===== src/rtl/iq_frame_tx.sv =====
// Frame buffer that collects buffer_length IQ samples, then streams them out as
// an AXI-Stream style source and waits for the consumer's result before refilling.
module iq_frame_tx #(
  parameter int buffer_length = 10,
  parameter int index_bits    = 4,
  parameter int i_bits        = 12,
  parameter int q_bits        = 12
) (
  input  logic                         clk,
  input  logic                         rst,
  input  logic                         wr_en,
  input  logic signed [i_bits-1:0]     wr_i,
  input  logic signed [q_bits-1:0]     wr_q,
  output logic                         frame_ready,
  output logic                         m_axis_tvalid,
  output logic signed [i_bits-1:0]     xi,
  output logic signed [q_bits-1:0]     xq,
  input  logic                         s_axis_tready,
  output logic [index_bits-1:0]        tx_index,
  output logic                         tlast,
  input  logic                         result_valid,
  output logic                         frame_done
);

  typedef enum logic [1:0] {FILL, SEND, WAIT} state_t;

  localparam int                    word_bits = i_bits + q_bits;
  localparam logic [index_bits-1:0] last_idx  = index_bits'(buffer_length - 1);

  state_t                  state;
  logic [word_bits-1:0]    mem [buffer_length];
  logic [index_bits-1:0]   wr_ptr;
  logic [index_bits-1:0]   next_idx;
  logic [word_bits-1:0]    first_word;
  logic [word_bits-1:0]    next_word;

  assign next_idx = tx_index + index_bits'(1);

  // Sample 0 is being written on the same edge only when the frame is one sample long.
  always_comb begin
    first_word = mem[0];
    if (wr_ptr == '0) first_word = {wr_i, wr_q};
    next_word = mem[next_idx];
  end

  always_ff @(posedge clk) begin
    if (state == FILL && wr_en) mem[wr_ptr] <= {wr_i, wr_q};
  end

  always_ff @(posedge clk or posedge rst) begin
    if (rst) begin
      state         <= FILL;
      wr_ptr        <= '0;
      tx_index      <= '0;
      m_axis_tvalid <= 1'b0;
      tlast         <= 1'b0;
      frame_done    <= 1'b0;
      frame_ready   <= 1'b1;
      xi            <= '0;
      xq            <= '0;
    end else begin
      frame_done <= 1'b0;
      case (state)
        FILL: begin
          if (wr_en) begin
            if (wr_ptr == last_idx) begin
              wr_ptr        <= '0;
              state         <= SEND;
              frame_ready   <= 1'b0;
              m_axis_tvalid <= 1'b1;
              tx_index      <= '0;
              tlast         <= (last_idx == '0);
              xi            <= first_word[word_bits-1:q_bits];
              xq            <= first_word[q_bits-1:0];
            end else begin
              wr_ptr <= wr_ptr + index_bits'(1);
            end
          end
        end
        SEND: begin
          if (m_axis_tvalid && s_axis_tready) begin
            if (tlast) begin
              m_axis_tvalid <= 1'b0;
              tlast         <= 1'b0;
              state         <= WAIT;
            end else begin
              tx_index <= next_idx;
              tlast    <= (next_idx == last_idx);
              xi       <= next_word[word_bits-1:q_bits];
              xq       <= next_word[q_bits-1:0];
            end
          end
        end
        WAIT: begin
          if (result_valid) begin
            state       <= FILL;
            frame_ready <= 1'b1;
            frame_done  <= 1'b1;
          end
        end
        default: state <= FILL;
      endcase
    end
  end

endmodule


===== config.mk =====
export PLATFORM = sky130hd
export DESIGN_NAME = iq_frame_tx
export DESIGN_NICKNAME = d
export VERILOG_FILES = /design/src/rtl/iq_frame_tx.sv
export SDC_FILE = /design/constraint.sdc
export NUM_CORES = 1
export LEC_CHECK = 0
export CAP_MARGIN = 20
export CORE_ASPECT_RATIO = 0.9
export CORE_MARGIN = 2
export CORE_UTILIZATION = 40
export CTS_BUF_LIST = sky130_fd_sc_hd__clkbuf_2
export CTS_CLUSTER_DIAMETER = 30
export DETAILED_ROUTE_END_ITERATION = 6
export GPL_ROUTABILITY_DRIVEN = 0
export SLEW_MARGIN = 20
export SYNTH_ARGS = -nofsm -noshare
export SYNTH_HDL_FRONTEND = slang
export SYNTH_SLANG_ARGS = --single-unit
export TNS_END_PERCENT = 30

===== constraint.sdc =====
create_clock -name clk -period 3.9 [get_ports clk]
set_input_delay 1.17 -clock clk [delete_from_list [all_inputs] [get_ports clk]]
set_output_delay 1.17 -clock clk [all_outputs]
set_load 0.02 [all_outputs]

==> impl_metrics.ini <==
[final_layout]
area_growth_pct = 16.0
final_common_cell = edfxtp_1
final_util_pct = 47.4
fin_area_mm2 = 0.0129
most-common-layout-cells = edfxtp_1 (240), clkbuf_2 (109), mux2i_1 (71)
drive_above_1_share_pct = 26.3
nNetsFinal = 764

[setup_path]
critPathArrivalTime_ns = 1.93
criticalPathCategory = reg2out
crit_chain = clkdlybuf4s50_1
cp.required_ns = 2.73
critPathCaptureType = primary output
crit_buf_inv = 1
cpLargestDelayFamily = buffers and inverters
start_kind = register
critical-path-slowest-cell = clkdlybuf4s50_1
cp_max_fo = 7
slowest_delay_ns = 0.68

[pwr]
ir_drop_mv = 0.395
total_leakage_power_uw = 0.00437
p_per_area_mw_per_mm2 = 696

[cts]
cts_made_buffers = 72
cts_buffer_depth = 3
post_cts_buffers = 0
cts_root_buffer = clkbuf_2
path_clk_slew_ns = 0.08
cts_resized = 0
clk_latency_ns = 0.78
h-tree-depth = 3
cts_tree = yes
hold_buffers = 0
clkSinkCount = 278

[job]
maxCapViolCount = 0

[logic_synthesis]
synth_seq_cells = 278
synth_seq_area_share_pct = 73.5
netlist_area_mm2 = 0.0111
yosysTopAreaCellShare_pct = 64.9
yosys.area.top_type = edfxtp_1
synth.distinct_cells = 42
synth_edf_count = 240
synth_area_leaders = edfxtp_1 (65%), mux4_2 (9.7%), dfrtp_1 (8.3%), mux2i_1 (6.5%), o22ai_1 (2.6%)
syn-num-nets = 637
async_flop_share_pct = 13.7
ys_warn_count = 0
synth-main-ff-cell = edfxtp_1
syn_area_per_cell_um2 = 18.3
postSynthCellCount = 606

[global_route]
antenna_found_initial = 1
overflow = 0
grt_max_degree = 45
grt_pass1_vias = 6539
grt_util_all_layers_pct = 16.8
grt_pass1_wl_mm = 37.3

[detailed_routing]
first_pass_iters = 5
wl_mm = 23.8
drtIter0Drc = 473
vias = 6034
vias_per_cell = 5.30
wl_per_cell_um = 20.9
ant_nets = 0
drc = 0

[placement]
dpl.hpwl_mm = 13.3
numPortBuffers = 60
dpl-instance-area_mm2 = 0.0122

[status]
status = completed

[floorplanning]
num_rows = 57
start_util_pct = 40.9
die_w_um = 180
io_pins = 61
dieArea_mm2 = 0.0291
dieHeight_um = 162
coreArea_mm2 = 0.0272

[timing]
fin_crit_sh_pct = 79.5
timing.hold.ws_ns = 0.515
rsz0062_at_grt = false
fmax_ghz = 0.322
finClkSkew_ns = 0.0361
worst_pin_slew_ns = 0.908
fin_setup_tns_ns = 0
setup_viol_count_final = 0
period_needed_ns = 3.10
hold_violations = 0
slew_headroom_pct = 39.4
maxSlewViolCount = 0

[min_path]
hold_path.class = reg2reg
-- report_power, final --
part	internal, uW	switching, uW
Sequential	3510	237
Combinational	1500	1750
Clock	868	1110
Total	5870	3090
-- through the flow --
stage	std cells	worst slack, ns	power [uW]
finish	1139	0.798	8970
global route	1139	0.689	9510
CTS	1138	0.681	9100
detailed placement	1013	0.707	7100
global placement	1013	0.808	7070
floorplan	606	0.273	6030
-- logic make-up after synthesis --
group	count (synthesis)	synth area share (%)
adder cells (fa/ha/maj)	2	0.225
XOR/XNOR	4	0.383
multiplexers	122	16.4
buffers and inverters	36	1.66
flip-flops	278	73.5
AO/OA/AOI/OAI	64	3.59
AND/OR/NAND/NOR	100	4.27
-- synth_stat cells (2+ instances only) --
cell type  number
and2_1          2
nor3_1          2
ha_1            2
clkbuf_1        9
buf_2          15
buf_6           3
nand3_1         2
and3b_1         2
a21o_1          2
edfxtp_1      240
nand2b_1        6
xor2_1          3
dfrtp_1        37
nand2_1        16
inv_1           6
nor4_1          2
nor2b_1         2
mux2_2          2
mux2i_1        72
o21ai_1         3
mux4_2         48
o22ai_1        46
nor2_1         57
o21ai_0         7
a21oi_1         3
-- sequential cells by signal (all words and copies together) (netlist names) --
name,cells
tx_index,4
xq,12
frame_done,1
frame_ready,1
state,2
m_axis_tvalid,1
wr_ptr,4
tlast,1
xi,12
mem,240
-- worst reg2reg max path, delay by kind of cell, from the launching register on --
kind | cells | cell delay [ns]
compound gates | 1 | 0.10
flops | 1 | 0.44
mux | 2 | 0.85
buf+inv | 2 | 1.24
-- cell type report --
type | instances | area, um2
Clock buffer | 109 | 546
Fill cell | 2293 | 14300
Antenna cell | 1 | 2.50
Clock inverter | 16 | 115
Timing Repair Buffer | 83 | 773
Multi-Input combinational cell | 292 | 2820
Tap cell | 354 | 443
Inverter | 6 | 22.5
Sequential cell | 278 | 8160
-- layer usage --
metal	GRT usage, %	up-vias	routed length, um
met5	0	-	0
met1	22.6	3076	10600
met3	3.14	35	1230
li1	-	2716	-
met4	6.54	0	418
met2	27.2	207	11500
-- worst paths after layout --
kind | slack, ns | from | end | cells past startpoint
worst max-delay path | 0.80 | tx_index[3] | tx_index[3] | 1
worst min-delay path | 0.51 | frame_ready | frame_ready | 1
worst max register to register | 1.13 | tx_index[0] | xi[0] | 5
worst min register to register | 0.51 | frame_ready | frame_ready | 1
max in group asynchronous | 2.31 | rst | tx_index[0] | 2
min in group asynchronous | 0.92 | rst | xi[8] | 2
Note: power is estimated with default switching activity, not from simulation.
